**config.mk**
```make
export PLATFORM = sky130hd
export DESIGN_NAME = adat_frame_reader
export DESIGN_NICKNAME = d
export VERILOG_FILES = /design/src/rtl/adat_frame_reader_pkg.sv /design/src/rtl/adat_frame_reader.sv
export SDC_FILE = /design/constraint.sdc
export NUM_CORES = 1
export LEC_CHECK = 0
export CAP_MARGIN = 5
export CORE_MARGIN = 8
export CORE_UTILIZATION = 46
export DETAILED_ROUTE_END_ITERATION = 8
export PLACE_DENSITY = 0.81
export SLEW_MARGIN = 40
export SYNTH_ARGS = -nofsm -noshare
export SYNTH_HDL_FRONTEND = slang
export SYNTH_SLANG_ARGS = --single-unit
```
**constraint.sdc**
```tcl
create_clock -name clk_i -period 3.75 [get_ports clk_i]
set_input_delay 0.375 -clock clk_i [delete_from_list [all_inputs] [get_ports clk_i]]
set_output_delay 0.375 -clock clk_i [all_outputs]
set_load 0.1 [all_outputs]
```
**src/rtl/adat_frame_reader_pkg.sv**
```systemverilog
`default_nettype none
// +------------------------------------------------------------------------+
// | Module      : adat_frame_reader_pkg                                    |
// | Description : Shared constants, reader state encoding and the sample   |
// |               bit-reversal helper for the ADAT frame reader.           |
// | Revision    : 1.0 - initial release                                    |
// +------------------------------------------------------------------------+
package adat_frame_reader_pkg;

    // Eight audio channels per ADAT frame, 24-bit samples.
    localparam int c_NUM_CHANNELS = 8;
    localparam int c_CHANNEL_BITS = 3;
    localparam int c_SAMPLE_WIDTH = 24;
    localparam int c_USER_BITS    = 4;

    // Reader sequencing states.
    typedef enum logic [2:0] {
        StIdle      = 3'd0,
        StWaitFrame = 3'd1,
        StAddr      = 3'd2,
        StWaitData  = 3'd3,
        StOutput    = 3'd4
    } state_e;

    // The RAM stores bits in arrival order (bit 0 first), while the sample
    // is presented MSB first-received, so the word is mirrored.
    function automatic logic [c_SAMPLE_WIDTH-1:0] bit_reverse(
        input logic [c_SAMPLE_WIDTH-1:0] din
    );
        logic [c_SAMPLE_WIDTH-1:0] rev;
        for (int i = 0; i < c_SAMPLE_WIDTH; i++) begin
            rev[i] = din[c_SAMPLE_WIDTH-1-i];
        end
        return rev;
    endfunction

endpackage
`default_nettype wire

```
**src/rtl/adat_frame_reader.sv**
```systemverilog
`default_nettype none
// +------------------------------------------------------------------------+
// | Module      : adat_frame_reader                                        |
// | Description : Walks committed ADAT frames out of the circular sample   |
// |               RAM, one channel at a time, over a valid/ready sample    |
// |               interface, and flags skipped frames.                     |
// | Revision    : 1.0 - initial release                                    |
// +------------------------------------------------------------------------+
module adat_frame_reader
    import adat_frame_reader_pkg::*;
#(
    parameter int CIRC_BUF_BITS = 3
) (
    input  logic                       clk_i,
    input  logic                       reset_ni,
    input  logic                       has_sync_i,
    input  logic [CIRC_BUF_BITS-1:0]   last_good_frame_idx_i,
    input  logic [3:0]                 user_bits_i,
    output logic [CIRC_BUF_BITS+2:0]   ram_read_addr_o,
    input  logic [31:0]                ram_read_data_i,
    output logic [23:0]                sample_o,
    output logic [2:0]                 channel_o,
    output logic [3:0]                 frame_user_bits_o,
    output logic                       sample_valid_o,
    input  logic                       sample_ready_i,
    output logic                       frame_dropped_o
);

    state_e                      r_state;
    logic [CIRC_BUF_BITS-1:0]    r_cur_idx;
    logic [CIRC_BUF_BITS-1:0]    r_last_read_idx;
    logic                        r_first_seen;
    logic [c_CHANNEL_BITS-1:0]   r_channel;
    logic [c_USER_BITS-1:0]      r_user_bits;
    logic [CIRC_BUF_BITS+2:0]    r_ram_addr;
    logic [c_SAMPLE_WIDTH-1:0]   r_sample;
    logic                        r_sample_valid;
    logic                        r_frame_dropped;

    logic [CIRC_BUF_BITS-1:0]    w_idx_step;
    logic                        w_consecutive;
    logic                        w_new_frame;
    logic                        w_transfer;
    logic                        w_last_channel;
    logic                        w_unused;

    // Upper byte of the RAM word carries no sample bits.
    assign w_unused = ^ram_read_data_i[31:24];

    // Modular distance from the last fully read slot; wrap counts as consecutive.
    assign w_idx_step    = last_good_frame_idx_i - r_last_read_idx;
    assign w_consecutive = (w_idx_step == CIRC_BUF_BITS'(1));

    // Before any frame has been read the stored index is meaningless, so any
    // committed frame is taken as new once sync is present.
    assign w_new_frame    = has_sync_i &&
                            (!r_first_seen || (last_good_frame_idx_i != r_last_read_idx));
    assign w_transfer     = r_sample_valid && sample_ready_i;
    assign w_last_channel = (r_channel == c_CHANNEL_BITS'(c_NUM_CHANNELS - 1));

    // Reader sequencer: frame detection, RAM addressing, sample handshake.
    always_ff @(posedge clk_i) begin
        if (!reset_ni) begin
            r_state         <= StIdle;
            r_cur_idx       <= '0;
            r_last_read_idx <= '0;
            r_first_seen    <= 1'b0;
            r_channel       <= '0;
            r_user_bits     <= '0;
            r_ram_addr      <= '0;
            r_sample        <= '0;
            r_sample_valid  <= 1'b0;
            r_frame_dropped <= 1'b0;
        end else begin
            r_frame_dropped <= 1'b0;
            case (r_state)
                StIdle: begin
                    r_first_seen <= 1'b0;
                    r_state      <= StWaitFrame;
                end
                StWaitFrame: begin
                    if (w_new_frame) begin
                        r_cur_idx       <= last_good_frame_idx_i;
                        r_user_bits     <= user_bits_i;
                        r_channel       <= '0;
                        r_frame_dropped <= r_first_seen && !w_consecutive;
                        r_state         <= StAddr;
                    end
                end
                StAddr: begin
                    r_ram_addr <= {r_cur_idx, r_channel};
                    r_state    <= StWaitData;
                end
                StWaitData: begin
                    r_sample       <= bit_reverse(ram_read_data_i[c_SAMPLE_WIDTH-1:0]);
                    r_sample_valid <= 1'b1;
                    r_state        <= StOutput;
                end
                StOutput: begin
                    // Sync loss is only acted on once the pending sample has gone out.
                    if (w_transfer) begin
                        r_sample_valid <= 1'b0;
                        if (!has_sync_i) begin
                            r_first_seen <= 1'b0;
                            r_state      <= StWaitFrame;
                        end else if (w_last_channel) begin
                            r_last_read_idx <= r_cur_idx;
                            r_first_seen    <= 1'b1;
                            r_state         <= StWaitFrame;
                        end else begin
                            r_channel <= r_channel + 1'b1;
                            r_state   <= StAddr;
                        end
                    end
                end
                default: begin
                    r_state <= StIdle;
                end
            endcase
        end
    end

    assign ram_read_addr_o   = r_ram_addr;
    assign sample_o          = r_sample;
    assign channel_o         = r_channel;
    assign frame_user_bits_o = r_user_bits;
    assign sample_valid_o    = r_sample_valid;
    assign frame_dropped_o   = r_frame_dropped;

endmodule
`default_nettype wire

```
==> After elaboration in Yosys (flattened, before gate mapping) <==
Index checks and enable logic that the tools add are counted.
{ "classes": {"add_sub_neg": 2, "n_mul": 0, "div": 0, "order_cmp": 0, "n_eq_ne": 12, "shift": 0, "muxes": 16, "n_bitwise": 0, "n_reduce_logical": 17} }
{ "op_table": {"columns": ["op", "count"], "rows": [
  ["2-to-1 mux 3 bit", 6],
  ["case mux 3 bit (5 select lines)", 1],
  ["inequality test 2 bit, second input constant", 4],
  ["equality test 3 x 1 -> 1 bit, second input constant", 2],
  ["equality test 3 x 2 -> 1 bit, second input constant", 2],
  ["equality test 3 bit, second input constant", 2],
  ["case mux 3 bit (2 select lines)", 1],
  ["AND reduction 2 bit", 3],
  ["AND reduction 3 bit", 2],
  ["nonzero test 2 bit", 3],
  ["AND reduction 5 bit", 1],
  ["2-to-1 mux 1 bit", 4],
  ["2-to-1 mux 2 bit", 2],
  ["case mux 1 bit (2 select lines)", 2],
  ["AND reduction 4 bit", 1],
  ["adder 3 x 1 -> 3 bit, second input constant", 1],
  ["logical AND 1 bit", 3],
  ["zero test 3 bit", 1],
  ["inequality test 3 bit", 1],
  ["inequality test 3 bit, second input constant", 1],
  ["subtractor 3 bit", 1],
  ["zero test 1 bit", 2],
  ["logical OR 1 bit", 1]
]} }
{ "totals": {"register_bits": 49, "latch_bits": 0, "ram_bits": 0, "rom_bits": 0, "input_bits": 43, "out_inout_bits": 39, "elab_cells": 57, "mem_count": 0} }

==> Logic depth before layout (Yosys ltp) <==
Gate-level depths: netlist of the first run.
{ "depth": {"word_depth": 5, "ltp_mapped": 6, "mapped_depth_nobuf": 6} }

==> Worst setup path after synthesis of the first run <==
OpenSTA, ideal clock, no wires.
{ "synth_path": {"path_type": "flip-flop to flip-flop", "startpoint": "reg r_sample_valid, in the netlist sample_valid_o", "endpoint": "reg r_channel[0], in the netlist channel_o[0]", "setup_time_ps": 72, "arrival_time_ps": 2036, "t_required_ps": 3678, "slack_ps": 1642, "path_stages_with_launch": 4, "n_path_buf": 0, "synth_period_minus_slack_ps": 2108, "path_cell_list": "dfxtp_1 nand2_1 o41ai_4 mux2i_1"} }
{ "synth_via": {"elab_chain_cells": 3} }
{ "synth_rtl": {"columns": ["item", "line", "source"], "rows": [
  ["from (decl)", "adat_frame_reader.sv:37", "logic r_sample_valid;"],
  ["from (signal assigned)", "adat_frame_reader.sv:72", "r_sample_valid <= 1'b0;"],
  ["from (signal assigned)", "adat_frame_reader.sv:96", "r_sample_valid <= 1'b1;"],
  ["from (signal assigned)", "adat_frame_reader.sv:102", "r_sample_valid <= 1'b0;"],
  ["logical AND 1 bit", "adat_frame_reader.sv:58", "assign w_transfer = r_sample_valid && sample_ready_i;"],
  ["inequality test 2 bit (no source line)", null, null],
  ["AND reduction 5 bit (no source line)", null, null],
  ["to (signal assigned)", "adat_frame_reader.sv:111", "r_channel <= r_channel + 1'b1;"],
  ["to (decl)", "adat_frame_reader.sv:33", "logic [c_CHANNEL_BITS-1:0] r_channel;"]
]} }
No other way between the ends.
A chain may end at the register's enable or synchronous reset.

==> Worst setup path in the final report of the first run <==
{ "layout_path": {"startpoint": "in last_good_frame_idx_i[0]", "endpoint": "reg r_channel[0], in the netlist channel_o[0]"} }
{ "layout_via": {"elab_chain_cells": 5} }
{ "layout_rtl": {"columns": ["item", "line", "source"], "rows": [
  ["from (decl)", "adat_frame_reader.sv:17", "input logic [CIRC_BUF_BITS-1:0] last_good_frame_idx_i,"],
  ["inequality test 3 bit", "adat_frame_reader.sv:57", "(!r_first_seen || (last_good_frame_idx_i != r_last_read_idx));"],
  ["logical OR 1 bit", "adat_frame_reader.sv:57", null],
  ["logical AND 1 bit", "adat_frame_reader.sv:56", "assign w_new_frame = has_sync_i &&"],
  ["inequality test 2 bit (no source line)", null, null],
  ["AND reduction 5 bit (no source line)", null, null]
]} }
No other way between the ends.

==> metrics.yaml, run 1 <==
die:
  num_rows: 24
  core-area_mm2: 0.00435
  die_y_um: 83.4
  start_util: 0.479
  die_x_um: 83.4
  io-pin-count: 82
  die_area_mm2: 0.00695
finish:
  areaGrowthSynthToFinish_pct: 30.5
  multi_input_area_mm2: 0.00103
  fin_area_mm2: 0.00272
  finalNetCount: 343
  diodes: 0
  seqCellArea_um2: 981
  drive_gt1_frac: 0.180
  fill_cells: 398
clock_tree:
  path_clk_slew_ns: 0.08
  cts_hold_buf: 0
  root_buffer: "clkbuf_8"
  cts.path.max_buffers: 2
  clkSinkCount: 49
  cts_resized: 0
  ctsHtreeMaxLevel: 2
  insertion_delay_ns: 0.30
  cts_tree: "built"
  numCtsBuffers: 5
  postCtsSetupBuffers: 0
route:
  routed_wl_um: 4890
  wire_per_inst_um: 14.1
  drtAntennaViolNets: 0
  drt_iter0_markers: 63
  via_count: 1692
  drc: 0
  vias_per_cell: 4.88
  drtPass1Iterations: 4
grt:
  antenna_found_initial: 0
  grt_first_pass_wirelength_um: 8310
  grt_pass1_vias: 1705
  grtUsageTotal: 0.141
  grt_max_degree: 30
  overflow: 0
logic_synthesis:
  synthSimpleGateAreaFrac: 0.213
  synthMuxAreaShare: 0.0911
  yosysSeqAreaShare: 0.470
  synthXorXnorAreaFrac: 0.00839
  synth_cell_type_count: 29
  async_reset_ff_frac: 0
  synth-seq-cells: 49
  synth_fa_ha_area_frac: 0.0336
  syn_area_per_cell_um2: 9.19
  synth_top_family_by_area: "simple AND/OR/NAND/NOR gates"
  synth-edff-count: 0
  synth_cells: 227
  synth-compound-area-share: 0.144
  netlist_area_mm2: 0.00209
  syn_nets: 275
  ys.flop_type: "dfxtp_1"
  yosys_warnings: 0
job:
  maxCapViolCount: 0
timing:
  finalCriticalPeriod_ns: 2.06
  finalCritPeriodShare: 0.550
  slew-limit-headroom: 0.527
  tightestPinTransition_ns: 0.707
  hold_viol: 0
  clock_skew_ns: 0.00736
  finalSetupViolCount: 0
  fmax_mhz: 485
  worst_hold_slack_ns: 0.460
  rsz0062_at_grt: "no"
  setup_tns_ns: 0
  drv_slew: 0
worst_setup_path:
  cp_max_fo: 9
  crit_type: "in -> reg"
  timing.rr.start: "r_last_read_idx[1]$_SDFFE_PN0P_"
  crit_arrival_ns: 2.25
  crit_path_end_kind: "register"
  cp.required_ns: 3.93
  ff2ff_path_depth: 6
  r2r-end: "channel_o[0]$_SDFFE_PN0P_"
  crit_path_end: "channel_o[0]$_SDFFE_PN0P_"
  crit_start: "last_good_frame_idx_i[0]"
  regToRegSetupSlack_ns: 1.85
  cp-start-kind: "input pin"
power:
  p_per_area_mw_per_mm2: 398
  ir_drop_mv: 0.288
  cellLeakagePower_nw: 1.17
  finalPower_mw: 1.08
placement:
  portBuffers: 73
  placed_cell_area_mm2: 0.00263
  dp_hpwl_um: 3550
  place_congestion: 0.856
run_status:
  status: "completed"
hold_path:
  min_path_type: "reg -> reg"
worst min-delay path by stage:
stage	slack, ns	from	to	cells past startpoint
4_1_cts	0.46	sample_o[16]$_SDFFE_PN0P_	sample_o[16]$_SDFFE_PN0P_	2
3_5_place_dp	0.45	sample_o[16]$_SDFFE_PN0P_	sample_o[16]$_SDFFE_PN0P_	2
3_3_place_gp	0.45	sample_o[5]$_SDFFE_PN0P_	sample_o[5]$_SDFFE_PN0P_	2
2_1_floorplan	0.43	r_first_seen$_SDFFE_PN0P_	frame_dropped_o$_SDFF_PN0_	2
5_1_grt	0.48	sample_o[23]$_SDFFE_PN0P_	sample_o[23]$_SDFFE_PN0P_	2
6_report	0.46	sample_o[23]$_SDFFE_PN0P_	sample_o[23]$_SDFFE_PN0P_	2
kinds of logic after synthesis:
logic type,Yosys count
buffers and inverters,19
AND/OR/NAND/NOR,94
XOR/XNOR,2
multiplexers,19
flip-flops,49
adder cells (fa/ha/maj),5
AO/OA/AOI/OAI,39
registers in the layout, summed over array words and instances, names as in the netlist:
register,cells
sample_o,24
ram_read_addr_o,6
frame_user_bits_o,4
channel_o,3
r_cur_idx,3
r_last_read_idx,3
r_state,3
frame_dropped_o,1
r_first_seen,1
sample_valid_o,1
final cells by class:
cell class	instances	area share
clock buffer	7	0.0317
sequential	49	0.360
tap	52	0.0239
timing repair buffer	74	0.199
multi-input combinational	159	0.377
inverter	6	0.00827
layout by cell type, fill, tap and decap left out, drive strengths merged, types with 2 or more instances in the layout:
| master | instances |
|---|---|
| nand2 | 60 |
| dfxtp | 49 |
| buf | 40 |
| clkdlybuf4s50 | 34 |
| a21boi | 25 |
| mux2i | 19 |
| nor2b | 17 |
| clkbuf | 7 |
| inv | 6 |
| a21oi | 5 |
| nor2 | 4 |
| nand3 | 4 |
| o21ai | 4 |
| ha | 4 |
| nand2b | 2 |
| and2 | 2 |
metal layers:
layer,track usage,routed length [um]
met1,0.166,2190
met2,0.228,2270
met3,0.0488,354
met4,0.0575,76
met5,0,0
stage by stage:
stage,std cells,setup WS (ns),util
after CTS,347,1.67,0.625
after global placement,340,1.35,0.650
after floorplan,227,1.64,-
after detailed placement,340,1.34,0.605
final,347,1.69,0.626
after global routing,347,1.56,0.626
worst max-delay path, cell delays in order:
cell	delay, ns
clkdlybuf4s50_1	0.48
inv_1	0.05
ha_1	0.28
nand3_1	0.11
o211ai_2	0.56
o41ai_4	0.24
mux2i_1	0.16
cell usage after synthesis (2+ instances only):
master,n,share of area
nor2_1,4,0.0072
nand2b_1,2,0.0060
ha_1,4,0.024
a21boi_0,25,0.090
nand3_1,4,0.0096
nor2b_1,17,0.051
o21ai_0,4,0.0096
mux2i_1,19,0.091
inv_1,6,0.011
a21oi_1,5,0.012
buf_2,4,0.0096
and2_1,2,0.0060
nand2_1,60,0.11
clkbuf_1,8,0.014
dfxtp_1,49,0.47
power breakdown:
part / switching [mW] / total, mW / internal [mW]
sequential: 0.0143 / 0.552 / 0.538
combinational: 0.151 / 0.224 / 0.0728
clock: 0.162 / 0.308 / 0.146
Power figures use the tool's default switching activity.
==> run 2, diff against run 1 <==
- CORE_UTILIZATION: 46 -> 39
- PLACE_DENSITY: 0.81 -> 0.73
- clock period: 3.75 -> 1.8 ns (I/O delays scaled with it)
==> run 2 against run 1 <==
Net effect: global-route usage is 0.95 points lower; non-clock buffer count is 11 higher; sequential cell count stayed put; setup slack worse by 1.6 ns; core utilization is 5.0 points lower; via count is 0.65% higher; routed wire length is 1.7% higher; clock skew is 0.0024 ns higher; critical path depth is 2 lower; die area is 14% higher; largest power group unchanged.
==> metrics.yaml, run 2 (synthesis results as in run 1) <==
die:
  die_area_mm2: 0.00795  # +14%
  io-pin-count: 82  # unchanged
  start_util: 0.406  # -0.0733
  die_y_um: 89.2  # +7.0%
  num_rows: 26  # +8.3%
  die_x_um: 89.2  # +7.0%
  core-area_mm2: 0.00514  # +18%
finish:
  finalNetCount: 354  # +3.2%
  drive_gt1_frac: 0.219  # +0.0393
  most-common-layout-cells: "60 x nand2_1, 50 x buf_4, 45 x dfxtp_1, 34 x clkdlybuf4s50_1, 25 x a21boi_0"
  final_common_cell: "nand2_1"
  finalNonFillerCells: 376  # +8.4%
  diodes: 0  # unchanged
  largest_reg_flops: 24  # unchanged
  fin_area_mm2: 0.00296  # +8.6%
  areaGrowthSynthToFinish_pct: 41.7
clock_tree:
  numCtsBuffers: 5  # unchanged
  postCtsSetupBuffers: 0  # unchanged
  cts_hold_buf: 0  # unchanged
  root_buffer: "clkbuf_8"
  cts_resized: 0  # unchanged
  path_clk_slew_ns: 0.09  # about the same
  cts.path.max_buffers: 2  # unchanged
  ctsHtreeMaxLevel: 2  # unchanged
  clkSinkCount: 49  # unchanged
  insertion_delay_ns: 0.30  # about the same
  cts_tree: "built"
power:
  switchingPower_mw: 0.694  # +110%
  power.internal_mw: 1.71  # +130%
  ir_drop_mv: 0.355  # +23%
  cellLeakagePower_nw: 1.24  # +5.6%
  power.switching_fraction: 0.288  # -0.0137
  clkPwrFrac: 0.311  # +0.027
  seqPwrFrac: 0.476  # -0.033
  finalPower_mw: 2.41  # +120%
  combPwrFrac: 0.213  # +0.006
  p_per_area_mw_per_mm2: 814  # +100%
run_status:
  status: "completed"
worst_setup_path:
  timing.rr.start: "channel_o[0]$_SDFFE_PN0P_"
  crit_type: "reg -> reg"
  crit_path_end_kind: "register"
  crit_start: "channel_o[0]$_SDFFE_PN0P_"
  crit_arrival_ns: 1.89  # -0.36 ns
  cp_max_fo: 5  # -4
  path_cells: "ha_1 -> ha_1 -> nand2b_1 -> o41ai_4 -> mux2i_1"
  crit_path_end: "channel_o[2]$_SDFFE_PN0P_"
  cpMaxStageDelayCell: "o41ai_4"
  ff2ff_path_depth: 5  # -1
  r2r-end: "channel_o[2]$_SDFFE_PN0P_"
  max_stage_delay_ns: 0.37  # -0.19 ns
  path_common_cell: "ha_1"
  regToRegSetupSlack_ns: 0.13  # -1.72 ns
  cp-start-kind: "register"
  cp.required_ns: 2.02  # -1.91 ns
route:
  drtAntennaViolNets: 0  # unchanged
  vias_per_cell: 4.53  # -7.1%
  wire_per_inst_um: 13.2  # -6.1%
  routed_wl_um: 4980  # +1.7%
  drt_iter0_markers: 49  # -22%
  drtPass1Iterations: 4  # unchanged
  via_count: 1703  # +0.65%
  drc: 0  # unchanged
timing:
  finalCriticalPeriod_ns: 1.67
  tightestPinTransition_ns: 0.452  # -0.255 ns
  slew-limit-headroom: 0.699  # +0.172
  finalSetupViolCount: 0  # unchanged
  hold_viol: 0  # unchanged
  finalCritPeriodShare: 0.930
  clock_skew_ns: 0.00980  # +0.00244 ns
  drv_slew: 0  # unchanged
  rsz0062_at_grt: "no"
  fmax_mhz: 598
placement:
  place_congestion: 0.832  # -2.8%
  portBuffers: 73  # unchanged
  dp_hpwl_um: 3780  # +6.4%
  dp_cells: 369  # +8.5%
  placed_cell_area_mm2: 0.00285  # +8.4%
job:
  maxCapViolCount: 0  # unchanged
grt:
  grt_max_degree: 25  # -17%
  grt_first_pass_wirelength_um: 8220  # -1.0%
  overflow: 0  # unchanged
  grtUsageTotal: 0.132  # -0.00946
  antenna_found_initial: 0  # unchanged
  grt_pass1_vias: 1767  # +3.6%
hold_path:
  min_path_type: "in -> reg"
-- run 2: metrics by stage --
step | utilization | TNS, ns | hold slack [ns] | setup WS (ns)
floorplan | - | 0 | 0.325 | 0.0635
global placement | 0.555 | -0.969 | 0.451 | -0.139
detailed placement | 0.555 | -1.11 | 0.458 | -0.161
CTS | 0.575 | 0 | 0.426 | 0.0905
global route | 0.575 | 0 | 0.431 | 0.000283
finish | 0.575 | 0 | 0.432 | 0.127
-- run 2: area by class of cell --
type | count | area, um^2
tap | 70 | 87.6
fill | 507 | 2180
clock buffer | 5 | 68.8
multi-input combinational | 159 | 1020
inverter | 6 | 22.5
clock inverter | 2 | 35.0
sequential | 49 | 986
timing repair buffer | 85 | 736
-- run 2: worst min path at each step --
| stage | to | slack [ns] | depth (start not counted) | startpoint |
|---|---|---|---|---|
| floorplan | sample_o[10]$_SDFFE_PN0P_ | 0.32 | 2 | ram_read_data_i[13] |
| global placement | sample_o[17]$_SDFFE_PN0P_ | 0.45 | 2 | sample_o[17]$_SDFFE_PN0P_ |
| detailed placement | sample_o[20]$_SDFFE_PN0P_ | 0.46 | 2 | sample_o[20]$_SDFFE_PN0P_ |
| CTS | sample_o[23]$_SDFFE_PN0P_ | 0.43 | 3 | ram_read_data_i[0] |
| global route | sample_o[23]$_SDFFE_PN0P_ | 0.43 | 3 | ram_read_data_i[0] |
| finish | sample_o[23]$_SDFFE_PN0P_ | 0.43 | 3 | ram_read_data_i[0] |
-- run 2: power by group through the flow --
stage          clock network (mW)  logic, mW  registers [mW]
6_report                    0.748      0.513            1.15
5_1_grt                     0.823      0.548            1.15
4_1_cts                     0.774      0.519            1.15
3_5_place_dp                    0      0.517            1.17
3_3_place_gp                    0      0.514            1.17
2_1_floorplan                   0      0.156            1.36
-- run 2: layer usage --
metal,GRT usage,share of wire
met5,0,0
met4,0.0589,0.017
met3,0.0331,0.065
met2,0.224,0.47
met1,0.153,0.44
-- run 2: critical path: cells and delay by family, from the launching register on --
kind / cells / cell delay [ns]
adders and majority gates: 2 / 0.40
AOI/OAI and AO/OA: 1 / 0.37
DFF: 1 / 0.35
muxes: 1 / 0.24
and+or+nand+nor: 1 / 0.23
==> run 3, diff against run 2 <==
==> constraint.sdc (replaced) <==
create_clock -name clk_i -period 1.8 [get_ports clk_i]
set_input_delay 0.54 -clock clk_i [delete_from_list [all_inputs] [get_ports clk_i]]
set_output_delay 0.54 -clock clk_i [all_outputs]
set_load 0.1 [all_outputs]
==> run 3 against run 2 <==
Net effect: power increased by 0.29%; worst hold slack improved by 0.056 ns; clock skew decreased by 0.0058 ns; first-iteration DRC count increased by 90%; fmax decreased by 2.6%; via count increased by 8.0%; combinational power increased by 18%; non-clock buffer count increased by 9; critical endpoint is now r_cur_idx[1]$_SDFFE_PN0P_.
==> metrics.yaml, run 3 (synthesis results as in run 1) <==
route:
  via_count: 1839  # +8.0%
  drtPass1Iterations: 4  # unchanged
  drc: 0  # unchanged
  routed_wl_um: 5630  # +13%
  vias_per_cell: 4.78  # +5.5%
  wire_per_inst_um: 14.6  # +10%
  drt_iter0_markers: 93  # +90%
  drtAntennaViolNets: 0  # unchanged
worst_setup_path:
  max_stage_delay_ns: 0.44  # +0.07 ns
  cp_top_family: "buffers and inverters"
  path_cells: "clkdlybuf4s50_1 -> xor2_1 -> buf_4 -> o211ai_4 -> buf_6 -> mux2i_1 -> nor2b_1"
  crit_arrival_ns: 1.91  # +0.02 ns
  cpMaxStageDelayCell: "clkdlybuf4s50_1"
  cp_max_fo: 4  # -1
  cp-start-kind: "input pin"
  cp.required_ns: 2.00  # -0.02 ns
  path_buf_inv: 3  # +3
  crit_type: "in -> reg"
  crit_path_end_kind: "register"
power:
  ir_drop_mv: 0.338  # -4.8%
  p_per_area_mw_per_mm2: 684  # -16%
  cellLeakagePower_nw: 1.38  # +12%
timing:
  slew-limit-headroom: 0.715  # +0.0162
  fmax_mhz: 582  # -2.6%
  drv_slew: 0  # unchanged
  rsz0062_at_grt: "no"
  fin_ws_ns: 0.0813  # -0.0455 ns
  clock_skew_ns: 0.00396  # -0.00584 ns
  tightestPinTransition_ns: 0.428  # -0.0244 ns
  finalSetupViolCount: 0  # unchanged
  finalCriticalPeriod_ns: 1.72  # +0.0455 ns
  hold_viol: 0  # unchanged
  setup_tns_ns: 0  # unchanged
  finalCritPeriodShare: 0.955  # +0.0253
clock_tree:
  insertion_delay_ns: 0.30  # about the same
  ctsHtreeMaxLevel: 2  # unchanged
  clkSinkCount: 49  # unchanged
  numCtsBuffers: 5  # unchanged
  cts_tree: "built"
  root_buffer: "clkbuf_8"
  cts.path.max_buffers: 2  # unchanged
  path_clk_slew_ns: 0.08  # about the same
die:
  die_y_um: 89.2  # unchanged
  die_x_um: 89.2  # unchanged
  start_util: 0.406  # unchanged
  core-area_mm2: 0.00514  # unchanged
  num_rows: 26  # unchanged
  die_area_mm2: 0.00795  # unchanged
  io-pin-count: 82  # unchanged
finish:
  fin_area_mm2: 0.00353  # +19%
  areaGrowthSynthToFinish_pct: 69.2
  final_common_cell: "nand2_1"
  diodes: 0  # unchanged
  finalNonFillerCells: 385  # +2.4%
  drive_gt1_frac: 0.254  # +0.0350
  finalNetCount: 363  # +2.5%
  largest_reg_flops: 24  # unchanged
  most-common-layout-cells: "60 x nand2_1, 45 x dfxtp_1, 39 x buf_12, 31 x clkdlybuf4s50_1, 25 x a21boi_0"
  fill_cells: 413  # -19%
grt:
  grtUsageTotal: 0.142  # +0.0104
  grt_pass1_vias: 1880  # +6.4%
  antenna_found_initial: 0  # unchanged
  grt_max_degree: 25  # unchanged
  overflow: 0  # unchanged
  grt_first_pass_wirelength_um: 8830  # +7.3%
placement:
  place_congestion: 0.838  # +0.73%
  pre_cts_ws_ns: -0.543  # -0.382 ns
  dp_hpwl_um: 4240  # +12%
  dp_cells: 376  # +1.9%
  portBuffers: 73  # unchanged
  placed_cell_area_mm2: 0.00339  # +19%
job:
  maxCapViolCount: 0  # unchanged
run_status:
  status: "completed"
hold_path:
  min_path_type: "reg -> reg"
run 3: cell types whose count changed in the layout (fill, tap and decap cells not counted), sizes merged:
cell / previous run / this run
dlymetal6s2s: 0 / 1
clkbuf: 5 / 7
clkinv: 1 / 0
buf: 51 / 60
clkdlybuf4s50: 34 / 31
dlygate4sd2: 0 / 2
bufinv: 1 / 0
run 3: cell type report:
class	count	area, um^2	share of cell area
clock buffer	7	86.3	0.0245
inverter	6	22.5	0.00638
multi-input combinational	159	1060	0.300
sequential	49	986	0.279
tap	70	87.6	0.0248
timing repair buffer	94	1290	0.365
run 3: worst min-delay path: stages (launching register included):
cell and delay (ns):
dfxtp_1 0.34, nand2_1 0.07, a311oi_1 0.04
run 3: per-stage QoR:
step,util,hold WS (ns),power [mW]
after floorplan,-,0.434,1.52
after global placement,0.660,0.468,1.77
after detailed placement,0.660,0.466,1.78
after CTS,0.685,0.489,2.43
after global routing,0.687,0.521,2.51
final,0.687,0.488,2.41
run 3: final timing paths:
path	depth (start not counted)	to	slack [ns]	start
setup / recovery	7	r_cur_idx[1]$_SDFFE_PN0P_	0.08	last_good_frame_idx_i[2]
hold reg to reg	2	frame_dropped_o$_SDFF_PN0_	0.49	r_first_seen$_SDFFE_PN0P_
hold / removal	2	frame_dropped_o$_SDFF_PN0_	0.49	r_first_seen$_SDFFE_PN0P_
setup reg to reg	7	r_cur_idx[1]$_SDFFE_PN0P_	0.12	r_last_read_idx[1]$_SDFFE_PN0P_
run 3: repair_timing:
action | CTS | global route
pin swaps | 4 | 1
setup buffers | 2 | 0
hold buffers | 0 | 0
setup endpoints to repair | 12 | 1
gates resized for setup | 8 | 3
run 3: layer usage:
layer,up-vias,share of wire,track usage
met2,56,0.51,0.254
met1,852,0.41,0.154
met5,-,0,0
met3,10,0.055,0.0303
met4,0,0.020,0.0740
li1,921,-,-
run 3: report_power, final:
| group | internal, mW | total, mW | switching (mW) | leakage [nW] |
|---|---|---|---|---|
| clock network | 0.305 | 0.649 | 0.344 | 0.0443 |
| registers | 1.12 | 1.16 | 0.0378 | 0.399 |
| logic | 0.268 | 0.606 | 0.339 | 0.941 |
